==> src/rtl/seg7_capture_scan_pkg.sv <==
`default_nettype none
// ============================================================================
// Module   : seg7_pkg
// Brief    : Shared types and constants for the 7-segment capture/scan block.
// Revision : 1.0 - initial release
// ============================================================================
package seg7_pkg;

   // Segment pattern, active-high, bit order {g,f,e,d,c,b,a}
   typedef logic [6:0] seg_t;

   // One display digit: pattern plus a flag saying it holds real data
   typedef struct packed {
      logic valid;
      seg_t pat;
   } digit_t;

   localparam seg_t       SEG_BLANK  = 7'h00;
   localparam logic [7:0] AN_OFF     = 8'hFF;
   localparam digit_t     DIGIT_NONE = '{valid: 1'b0, pat: SEG_BLANK};

endpackage
`default_nettype wire

==> src/rtl/seg7_capture_scan_scanner.sv <==
`default_nettype none
// ============================================================================
// Module   : seg7_scanner
// Brief    : Refresh divider, digit scan index and registered anode/cathode
//            drive for a common-anode multiplexed display.
// Revision : 1.0 - initial release
// ============================================================================
module seg7_scanner
   import seg7_pkg::*;
#(
   parameter int REFRESH_DIV = 100000,
   parameter int DIGITS      = 8
) (
   input  logic                    clk,
   input  logic                    rst,
   input  logic                    display_on_i,
   input  digit_t [DIGITS-1:0]     digits_i,
   output logic [7:0]              s7_o,
   output logic [7:0]              an_o
);

   localparam int c_cnt_w = $clog2(REFRESH_DIV);
   localparam int c_idx_w = $clog2(DIGITS);

   logic [c_cnt_w-1:0] cnt_q, cnt_d;
   logic [c_idx_w-1:0] idx_q, idx_d;
   logic [7:0]         s7_q, s7_d;
   logic [7:0]         an_q, an_d;
   logic               wrap;
   digit_t             cur;

   // Next-state for the refresh counter, scan index and output drive
   always_comb begin
      wrap  = (cnt_q == c_cnt_w'(REFRESH_DIV - 1));
      cnt_d = wrap ? '0 : cnt_q + 1'b1;
      idx_d = idx_q;
      if (wrap) begin
         idx_d = (idx_q == c_idx_w'(DIGITS - 1)) ? '0 : idx_q + 1'b1;
      end
      cur  = digits_i[idx_q];
      s7_d = AN_OFF;
      an_d = AN_OFF;
      // Only the selected anode goes low; bits at or above DIGITS stay high
      // because idx_q never reaches them. The decimal point stays dark.
      if (display_on_i && cur.valid) begin
         an_d = AN_OFF & ~(8'h01 << idx_q);
         s7_d = {1'b1, ~cur.pat};
      end
   end

   // State and output registers
   always_ff @(posedge clk) begin
      if (rst) begin
         cnt_q <= '0;
         idx_q <= '0;
         s7_q  <= AN_OFF;
         an_q  <= AN_OFF;
      end else begin
         cnt_q <= cnt_d;
         idx_q <= idx_d;
         s7_q  <= s7_d;
         an_q  <= an_d;
      end
   end

   assign s7_o = s7_q;
   assign an_o = an_q;

endmodule
`default_nettype wire

==> src/rtl/seg7_capture_scan.sv <==
`default_nettype none
// ============================================================================
// Module   : seg7_capture_scan
// Brief    : Captures the processor's nibble-multiplexed 7-segment output on
//            proc_clk rising edges, keeps a history of recent bytes and scans
//            it onto an 8-digit common-anode display.
// Revision : 1.0 - initial release
// ============================================================================
module seg7_capture_scan
   import seg7_pkg::*;
#(
   parameter int REFRESH_DIV = 100000,
   parameter int DIGITS      = 8
) (
   input  logic       clk,
   input  logic       rst,
   input  logic       proc_clk,
   input  logic [6:0] seg_in,
   input  logic       lsb_in,
   input  logic       display_on,
   input  logic       clear,
   output logic [7:0] s7,
   output logic [7:0] an
);

   // Synchronizer bundle layout: {proc_clk, lsb, seg[6:0]}
   logic [8:0] meta_q;
   logic [8:0] sync_q;
   logic       pclk_prev_q;
   logic       smp_vld_q;
   logic [7:0] smp_q;          // {lsb, seg}

   logic       last_vld_q, last_vld_d;
   logic [7:0] last_q,     last_d;
   digit_t     pend_q,     pend_d;
   digit_t [DIGITS-1:0] dig_q, dig_d;

   logic       smp_new;

   // Two-flop synchronizer, edge detect, and registered sample strobe
   always_ff @(posedge clk) begin
      if (rst) begin
         meta_q      <= '0;
         sync_q      <= '0;
         pclk_prev_q <= 1'b0;
         smp_vld_q   <= 1'b0;
         smp_q       <= '0;
      end else begin
         meta_q      <= {proc_clk, lsb_in, seg_in};
         sync_q      <= meta_q;
         pclk_prev_q <= sync_q[8];
         smp_vld_q   <= sync_q[8] & ~pclk_prev_q;
         smp_q       <= sync_q[7:0];
      end
   end

   // Capture: drop repeats, park the high pattern, push {high, low} on a low
   always_comb begin
      last_vld_d = last_vld_q;
      last_d     = last_q;
      pend_d     = pend_q;
      dig_d      = dig_q;
      smp_new    = smp_vld_q && !(last_vld_q && (last_q == smp_q));
      if (clear) begin
         // Clear wins over a coincident sample, which is simply lost
         last_vld_d = 1'b0;
         pend_d     = DIGIT_NONE;
         for (int i = 0; i < DIGITS; i++) begin
            dig_d[i] = DIGIT_NONE;
         end
      end else if (smp_new) begin
         last_vld_d = 1'b1;
         last_d     = smp_q;
         if (!smp_q[7]) begin
            pend_d = '{valid: 1'b1, pat: smp_q[6:0]};
         end else begin
            for (int i = 2; i < DIGITS; i++) begin
               dig_d[i] = dig_q[i-2];
            end
            dig_d[1] = pend_q;
            dig_d[0] = '{valid: 1'b1, pat: smp_q[6:0]};
            pend_d   = DIGIT_NONE;
         end
      end
   end

   // Capture state registers
   always_ff @(posedge clk) begin
      if (rst) begin
         last_vld_q <= 1'b0;
         last_q     <= '0;
         pend_q     <= DIGIT_NONE;
         dig_q      <= '0;
      end else begin
         last_vld_q <= last_vld_d;
         last_q     <= last_d;
         pend_q     <= pend_d;
         dig_q      <= dig_d;
      end
   end

   seg7_scanner #(
      .REFRESH_DIV (REFRESH_DIV),
      .DIGITS      (DIGITS)
   ) u_scanner (
      .clk          (clk),
      .rst          (rst),
      .display_on_i (display_on),
      .digits_i     (dig_q),
      .s7_o         (s7),
      .an_o         (an)
   );

endmodule
`default_nettype wire

==> config.mk <==
export PLATFORM = sky130hd
export DESIGN_NAME = seg7_capture_scan
export DESIGN_NICKNAME = d
export VERILOG_FILES = /design/src/rtl/seg7_capture_scan_pkg.sv /design/src/rtl/seg7_capture_scan_scanner.sv /design/src/rtl/seg7_capture_scan.sv
export SDC_FILE = /design/constraint.sdc
export NUM_CORES = 1
export LEC_CHECK = 0
export ABC_AREA = 1
export BUFFER_PORTS_ARGS = -buffer_cell sky130_fd_sc_hd__buf_4
export CORE_MARGIN = 2
export CORE_UTILIZATION = 49
export DETAILED_ROUTE_END_ITERATION = 8
export GPL_TIMING_DRIVEN = 0
export PLACE_DENSITY = 0.68
export RECOVER_POWER = 25
export SETUP_SLACK_MARGIN = 0.1
export SYNTH_ARGS = -nofsm -noshare
export SYNTH_HDL_FRONTEND = slang
export SYNTH_SLANG_ARGS = --single-unit
==> constraint.sdc <==
create_clock -name clk -period 1.4 [get_ports clk]
set_input_delay 0.07 -clock clk [delete_from_list [all_inputs] [get_ports clk]]
set_output_delay 0.07 -clock clk [all_outputs]
set_load 0.05 [all_outputs]
==> reports/qor.txt, run 1 <==
=====================================================================================================
Worst hold path class                                                                    input port to register
Synthesized netlist cell count                                                                    992
Final setup slack of the worst path                                                         -0.179 ns
Die span in x                                                                                  120 µm
Signed area change from the synthesized netlist to the final layout                             33.4%
Number of nets produced by synthesis                                                             1012
Portion of netlist area occupied by mux cells                                                      0%
Number of top-level design ports                                                                   29
Critical path capture point type                                                             register
Port buffer count                                                                                  27
Via count of the first global-routing pass                                                       5582
Mean instance size in the synthesized netlist                                                6.69 µm²
Maximum vdd drop                                                                           0.000829 V
Setup crit end                                                                              dig_q[55]
Max Freq                                                                                      633 MHz
Worst hold path cell count                                                                          4
Initial cell density of the core                                                                50.1%
Hold violation count in the final report                                                            0
Required arrival time at the worst endpoint                                                   1.73 ns
Clock transition time at the flip-flop clock pins of the worst setup and hold paths           0.07 ns
Number of nets with antenna violations after routing                                                0
TritonCTS clock tree                                                                            built
R2R Setup Slk                                                                                -0.18 ns
Comb power frac                                                                                  4.7%
First-pass GRT wire length                                                                   26600 µm
Overall power consumption                                                                     9.30 mW
Clk pwr share                                                                                   50.5%
Netlist area before placement                                                                6640 µm²
Startpoint of the worst-slack reg-to-reg timing path                                         smp_q[7]
Max clock buf depth                                                                                 2
Net Sw Frac                                                                                     23.1%
Fraction of the yosys area taken by sequential cells                                            43.4%
H-Tree Depth                                                                                        4
CP Launch Type                                                                               register
Non-filler instance count after layout                                                           1278
RSZ-0062 raised after global routing                                                             true
Fill cell total of the finished layout                                                           1136
Overall global routing resource usage                                                           23.2%
XOR/XNOR Fraction of Synth Area                                                                 1.06%
GRT overflow                                                                                        0
Cell with the biggest individual delay on the critical path                              sky130_fd_sc_hd__dfxtp_2
Core Area                                                                                   13200 µm²
Worst r2r path cells                                                                               12
Largest stage delay on the critical path                                                      0.32 ns
Yosys warning count                                                                                 0
Average wire length per cell after detail routing                                             13.6 µm
Via/cell ratio                                                                                   4.93
Count of clock tree sinks                                                                         144
Placer's final routability congestion estimate                                                  0.858
Critical setup path kind                                                                 register to register
Result of the run                                                                        complete, but fails checks
Layout cells sized above 1                                                                      24.0%
Arrival time at the worst endpoint                                                            1.91 ns
Most frequent standard cell in the layout excluding fill and tap cells                   sky130_fd_sc_hd__inv_1
Placed cell count                                                                                1195
Routed Wire Length                                                                           17300 µm
Library cells used by synthesis                                                                    26
Main combinational cell family by area after synthesis                                   simple AND/OR/NAND/NOR gates
Final core area utilization                                                                     66.9%
Antenna violations before repair                                                                    0
Transition time at the pin with the least slew margin                                        0.728 ns
Detailed-route DRC error count                                                                      0
Total power density per cell area                                                         1050 nW/µm²
Critical-path maximum fanout                                                                        4
Basic-gate share of the synthesized area counting and, or, nand and nor cells                   30.2%
Leakage power                                                                                 3.75 nW
Seq pwr share                                                                                   44.9%
Worst Setup Slack post-DPL                                                                  -0.432 ns
Pins Over Slew Limit                                                                                0
Net Switching                                                                                 2.15 mW
Flops & latches, synth                                                                            144
Complex-gate fraction of the synthesized area                                                   7.10%
Number of core rows                                                                                42
DP HPWL                                                                                      10500 µm
Clk_skew                                                                                    0.0106 ns
CP startpoint                                                                                smp_q[7]
Min Tclk post-route                                                                           1.58 ns
Die height                                                                                     120 µm
Post-synthesis share of cell area spent on full adders, half adders and majority gates          1.32%
CP most frequent cell                                                                    sky130_fd_sc_hd__buf_6
Final Net Count                                                                                  1109
Cells along the critical path                                                            buf_6 -> inv_4 -> a21oi_2 -> nand3_2 -> nor2_2 -> nand2_2 -> nand3_4 -> clkbuf_16 -> buf_6 -> nand2_1 -> inv_1 -> nor2_1
Insertion delay of the later-clocked pin in the worst-skew pair                               0.43 ns
Worst slew margin relative to its limit                                                         51.3%
Commonest cells after routing, fill and taps aside                                       182 x sky130_fd_sc_hd__inv_1, 164 x sky130_fd_sc_hd__nand2_1, 140 x sky130_fd_sc_hd__nor2_1
Maximum capacitance violations                                                                      0
Die Area                                                                                    14500 µm²
Finish-stage setup viols                                                                          107
Number of vias in the routed layout                                                              6298
Final Hold Slack                                                                            0.0922 ns
Total CTS buffers                                                                                  17
DR iter-0 viols                                                                                   443
Internal power                                                                                7.15 mW
Root buffer cell                                                                         sky130_fd_sc_hd__clkbuf_16
Violations in the final reports                                                          setup timing
Endpoint of the most critical register-to-register path                                     dig_q[55]
Pre-Repair DR Iteration Count                                                                       8
Diodes inserted                                                                                     0
Pin count of the biggest net entering global routing                                               17
Fraction of the cycle the final worst path needs                                                 113%
=====================================================================================================
[flip-flops by register name, indices dropped and copies added (netlist names)]
register,count
dig_q,64
u_scanner.cnt_q,17
meta_q,9
sync_q,9
last_q,8
pend_q,8
smp_q,8
u_scanner.an_o,8
u_scanner.s7_o,7
u_scanner.idx_q,3
last_vld_q,1
pclk_prev_q,1
smp_vld_q,1
[power groups by stage]
stage | Clock (mW) | Combinational [mW] | Sequential (mW)
final | 4.69 | 0.434 | 4.17
after global routing | 4.94 | 0.481 | 4.17
after CTS | 4.75 | 0.406 | 4.17
after detailed placement | 0 | 0.339 | 4.26
after global placement | 0 | 0.335 | 4.26
after floorplan | 0 | 0.241 | 4.26
[per-layer routing]
layer,global-route usage (%),wire length [µm],up-vias
met1,29.6,7600,2842
met2,38.0,8380,192
met3,5.90,1030,31
met5,0,0,-
li1,-,-,3233
met4,8.07,314,0
[worst max-delay path, delay by kind of cell (launching register included)]
kind                   cells  cell delay, ns
buffers and inverters      5            0.49
AOI/OAI and AO/OA          1            0.13
and+or+nand+nor            6            0.53
DFF                        1            0.32
[repair_timing]
| action | 4_1_cts | 5_1_grt |
|---|---|---|
| setup endpoints to repair | 112 | 116 |
| hold buffers | 10 | 0 |
| endpoints found under the hold margin | 12 | 0 |
| gates resized for setup | 101 | 119 |
| setup buffers | 24 | 12 |
| cloned | 3 | 4 |
| pin swaps | 27 | 15 |
[cells in the mapped netlist]
cell | number | area (µm²)
sky130_fd_sc_hd__inv_1 | 212 | 796
sky130_fd_sc_hd__nand2_1 | 199 | 747
sky130_fd_sc_hd__nor2_1 | 158 | 593
sky130_fd_sc_hd__dfxtp_1 | 144 | 2880
sky130_fd_sc_hd__nand4_1 | 79 | 494
sky130_fd_sc_hd__o21ai_0 | 56 | 280
sky130_fd_sc_hd__a21oi_1 | 34 | 170
sky130_fd_sc_hd__clkbuf_1 | 29 | 109
sky130_fd_sc_hd__nand3_1 | 23 | 115
sky130_fd_sc_hd__buf_4 | 8 | 60.1
sky130_fd_sc_hd__buf_6 | 8 | 90.1
sky130_fd_sc_hd__buf_1 | 7 | 26.3
sky130_fd_sc_hd__ha_1 | 7 | 87.6
sky130_fd_sc_hd__xor2_1 | 7 | 61.3
sky130_fd_sc_hd__buf_2 | 6 | 30.0
sky130_fd_sc_hd__nor3_1 | 4 | 20.0
sky130_fd_sc_hd__nand3b_1 | 2 | 15.0
sky130_fd_sc_hd__a31oi_1 | 1 | 6.26
sky130_fd_sc_hd__clkinv_1 | 1 | 3.75
sky130_fd_sc_hd__conb_1 | 1 | 3.75
sky130_fd_sc_hd__inv_2 | 1 | 3.75
sky130_fd_sc_hd__nand2_4 | 1 | 11.3
sky130_fd_sc_hd__nand3_2 | 1 | 10.0
sky130_fd_sc_hd__o211ai_1 | 1 | 7.51
sky130_fd_sc_hd__o31ai_1 | 1 | 7.51
sky130_fd_sc_hd__xnor2_1 | 1 | 8.76
[logic make-up (layout without fill, tap and decap cells)]
group	Yosys count	after routing
buffers and inverters	272	382
AOI/OAI and AO/OA	93	93
and+or+nand+nor	467	467
adders and majority gates	7	7
xor gates and xnor gates	8	8
other	1	1
DFF	144	144
[through the flow]
stage / area [µm²] / setup TNS (ns)
final: 8860 / -10.79
after global routing: 8860 / -21.98
after CTS: 8350 / -8.05
after detailed placement: 7160 / -21.01
after global placement: 7160 / -21.58
after floorplan: 6740 / 0
[worst min-delay path by stage]
stage	from	to	slack (ns)
CTS	rst	u_scanner.idx_q[0]	0.06
floorplan	seg_in[0]	meta_q[0]	0.18
global route	clear	pend_q[7]	0.09
global placement	seg_in[2]	meta_q[2]	0.27
finish	clear	pend_q[7]	0.09
detailed placement	seg_in[5]	meta_q[5]	0.28
[area by class of cell]
type | instances | area [µm²] | share of cell area (%)
buffer | 57 | 485 | 5.48
clock buffer | 18 | 429 | 4.85
clock inverter | 14 | 181 | 2.05
inverter | 214 | 823 | 9.30
multi-input combinational | 576 | 3100 | 35.0
sequential | 144 | 2900 | 32.7
tap | 176 | 220 | 2.49
timing repair buffer | 79 | 718 | 8.11
Note: power is estimated with default switching activity, not from simulation.
==> run 2: changes to the inputs <==
Settings changed: ABC_AREA 1 to unset, PLACE_DENSITY 0.68 to 0.69.
==> run 2 against run 1 <==
- the run still ends with setup timing left
- register-to-register slack got worse by 0.09 ns
- maximum frequency decreased by 5.3%
- count of clock-buffer cells in the layout grew 3
- largest power group unchanged
- highest routed layer unchanged
==> reports/qor.txt, run 2 <==
=====================================================================================================
Comb power frac                                                                                  3.3%
Number of flip-flops in the largest register                                                       64
Average wire length per cell after detail routing                                             15.6 µm
Maximum vdd drop                                                                            0.00142 V
CP startpoint                                                                                smp_q[4]
Main combinational cell family by area after synthesis                                   multiplexers
Library cells used by synthesis                                                                    43
DP HPWL                                                                                       8060 µm
Fraction of synthesis flops using an asynchronous set or reset pin                                 0%
Dominant register cell in the synthesized netlist                                        sky130_fd_sc_hd__dfxtp_1
Hold violation count in the final report                                                            0
Max Freq                                                                                      600 MHz
Die span in x                                                                                  112 µm
Layout cells sized above 1                                                                      30.3%
Maximum capacitance violations                                                                      0
Cells taking the most area after synthesis                                               sky130_fd_sc_hd__dfxtp_1 50%, sky130_fd_sc_hd__mux2i_1 14%, sky130_fd_sc_hd__nand2_1 7.8%, sky130_fd_sc_hd__mux4_2 6.3%, sky130_fd_sc_hd__nor2b_1 3.1%
Initial cell density of the core                                                                50.2%
Setup crit end                                                                              dig_q[17]
Number of synthesized flops with an enable pin                                                      0
Net Sw Frac                                                                                     19.4%
RSZ-0062 raised after global routing                                                             true
Overall global routing resource usage                                                           20.8%
Yosys warning count                                                                                 0
Final Hold Slack                                                                            0.0427 ns
Clk_skew                                                                                   0.00609 ns
Final Net Count                                                                                   657
Biggest register                                                                                dig_q
Root buffer cell                                                                         sky130_fd_sc_hd__clkbuf_16
Total CTS buffers                                                                                  17
Overall power consumption                                                                     9.62 mW
Post-Layout Inst Area                                                                        7720 µm²
Clock transition time at the flip-flop clock pins of the worst setup and hold paths           0.06 ns
Leakage power                                                                                 3.08 nW
Via count of the first global-routing pass                                                       4277
Leading registers by flop count                                                          dig_q x64, u_scanner.cnt_q x17
Routed Wire Length                                                                           12400 µm
Net Switching                                                                                 1.87 mW
Fraction of the cycle the final worst path needs                                                 119%
XOR/XNOR Fraction of Synth Area                                                                 2.60%
Final setup slack of the worst path                                                         -0.266 ns
Complex-gate fraction of the synthesized area                                                   3.34%
Placer's final routability congestion estimate                                                  0.787
Result of the run                                                                        complete, but fails checks
CP Launch Type                                                                               register
Insertion delay of the later-clocked pin in the worst-skew pair                               0.42 ns
Antenna violations before repair                                                                    0
Number of nets with antenna violations after routing                                                0
Post-synthesis share of cell area spent on full adders, half adders and majority gates          1.53%
Die Area                                                                                    12600 µm²
Diodes inserted                                                                                     0
Detailed-route DRC error count                                                                      0
Required arrival time at the worst endpoint                                                   1.74 ns
Core Area                                                                                   11400 µm²
Fraction of the yosys area taken by sequential cells                                            50.3%
Transition time at the pin with the least slew margin                                        0.580 ns
Critical path capture point type                                                             register
Pins Over Slew Limit                                                                                0
TritonCTS clock tree                                                                            built
Portion of netlist area occupied by mux cells                                                   20.1%
Port buffer count                                                                                  27
Finish-stage setup viols                                                                          111
Count leader, synth                                                                      sky130_fd_sc_hd__dfxtp_1
DR iter-0 viols                                                                                   207
Endpoint of the most critical register-to-register path                                     dig_q[17]
Netlist area before placement                                                                5730 µm²
Worst slew margin relative to its limit                                                         61.3%
Mean instance size in the synthesized netlist                                                10.4 µm²
Die height                                                                                     112 µm
Flops & latches, synth                                                                            144
Total power density per cell area                                                         1250 nW/µm²
Seq pwr share                                                                                   43.2%
Non-filler instance count after layout                                                            793
Pin count of the biggest net entering global routing                                               17
Max clock buf depth                                                                                 2
Dpl cell area                                                                                6270 µm²
Final core area utilization                                                                     67.6%
Via/cell ratio                                                                                   5.27
Signed area change from the synthesized netlist to the final layout                             34.8%
First-pass GRT wire length                                                                   20600 µm
Number of nets produced by synthesis                                                              573
Number of top-level design ports                                                                   29
Final setup TNS                                                                             -17.93 ns
Cell types with the highest counts after synthesis                                       144 x sky130_fd_sc_hd__dfxtp_1, 119 x sky130_fd_sc_hd__nand2_1, 79 x sky130_fd_sc_hd__mux2i_1
H-Tree Depth                                                                                        4
Synth top area share                                                                            50.3%
Clk pwr share                                                                                   53.5%
Synthesized netlist cell count                                                                    553
Worst r2r path cells                                                                                6
Worst Setup Slack post-DPL                                                                  -0.471 ns
Pre-Repair DR Iteration Count                                                                       4
Violations in the final reports                                                          setup timing
Post-synth top area cell                                                                 sky130_fd_sc_hd__dfxtp_1
Critical-path maximum fanout                                                                        5
Internal power                                                                                7.76 mW
Min Tclk post-route                                                                           1.67 ns
Number of vias in the routed layout                                                              4178
Count of clock tree sinks                                                                         144
Startpoint of the worst-slack reg-to-reg timing path                                         smp_q[4]
Worst hold path class                                                                    input port to register
Basic-gate share of the synthesized area counting and, or, nand and nor cells                   19.0%
Arrival time at the worst endpoint                                                            2.00 ns
Critical setup path kind                                                                 register to register
Most frequent standard cell in the layout excluding fill and tap cells                   sky130_fd_sc_hd__dfxtp_1
Number of core rows                                                                                39
Commonest cells after routing, fill and taps aside                                       123 x sky130_fd_sc_hd__dfxtp_1, 118 x sky130_fd_sc_hd__nand2_1, 77 x sky130_fd_sc_hd__mux2i_1
Placed cell count                                                                                 723
R2R Setup Slk                                                                                -0.27 ns
GRT overflow                                                                                        0
=====================================================================================================
-- run 2: cells by family after synthesis --
logic type / Yosys count
adders and majority gates: 7
DFF: 144
other: 1
xor gates and xnor gates: 17
buffers and inverters: 39
AOI/OAI and AO/OA: 26
and+or+nand+nor: 224
muxes: 95
-- run 2: layer usage --
metal	up-vias	part of all wire, %	track usage [%]
met5	-	0	0
met4	0	2.0	7.80
met3	22	3.4	5.99
met2	73	52	35.7
met1	2028	43	24.7
li1	2055	-	-
-- run 2: area by class of cell --
| type | instances | area [µm²] |
|---|---|---|
| Sequential cell | 144 | 2920 |
| Buffer | 32 | 322 |
| Fill cell | 858 | 3700 |
| Inverter | 7 | 26.3 |
| Tap cell | 143 | 179 |
| Clock buffer | 21 | 470 |
| Timing Repair Buffer | 65 | 636 |
| Clock inverter | 11 | 208 |
| Multi-Input combinational cell | 370 | 2960 |
-- run 2: how the worst min path moves through the flow --
| stage | start | cells after the start | end | slack [ns] |
|---|---|---|---|---|
| 2_1_floorplan | seg_in[0] | 1 | meta_q[0] | 0.20 |
| 3_3_place_gp | seg_in[3] | 2 | meta_q[3] | 0.28 |
| 3_5_place_dp | proc_clk | 2 | meta_q[8] | 0.29 |
| 4_1_cts | display_on | 3 | u_scanner.an_o[0] | 0.03 |
| 5_1_grt | display_on | 3 | u_scanner.an_o[0] | 0.04 |
| 6_report | display_on | 3 | u_scanner.an_o[0] | 0.04 |
-- run 2: what timing repair did --
item | CTS | global route
pin swaps | 17 | 11
cloned | 3 | 1
buffers inserted | 21 | 4
resized for setup | 66 | 33
endpoints found under the hold margin | 9 | 0
hold buffers | 9 | 0
endpoints found under the setup margin | 115 | 115
-- run 2: worst max-delay path, stage by stage (launching register included) --
cell	delay, ns
sky130_fd_sc_hd__dfxtp_4	0.35
sky130_fd_sc_hd__xnor2_2	0.19
sky130_fd_sc_hd__nand4_1	0.20
sky130_fd_sc_hd__o31ai_4	0.29
sky130_fd_sc_hd__buf_6	0.20
sky130_fd_sc_hd__buf_16	0.13
sky130_fd_sc_hd__mux2i_1	0.22
-- run 2: power by group through the flow --
stage | registers (mW) | clock network, mW | logic [mW]
final | 4.15 | 5.15 | 0.321
after global routing | 4.16 | 5.38 | 0.350
after CTS | 4.16 | 5.22 | 0.309
after detailed placement | 4.26 | 0 | 0.234
after global placement | 4.25 | 0 | 0.228
after floorplan | 4.25 | 0 | 0.161
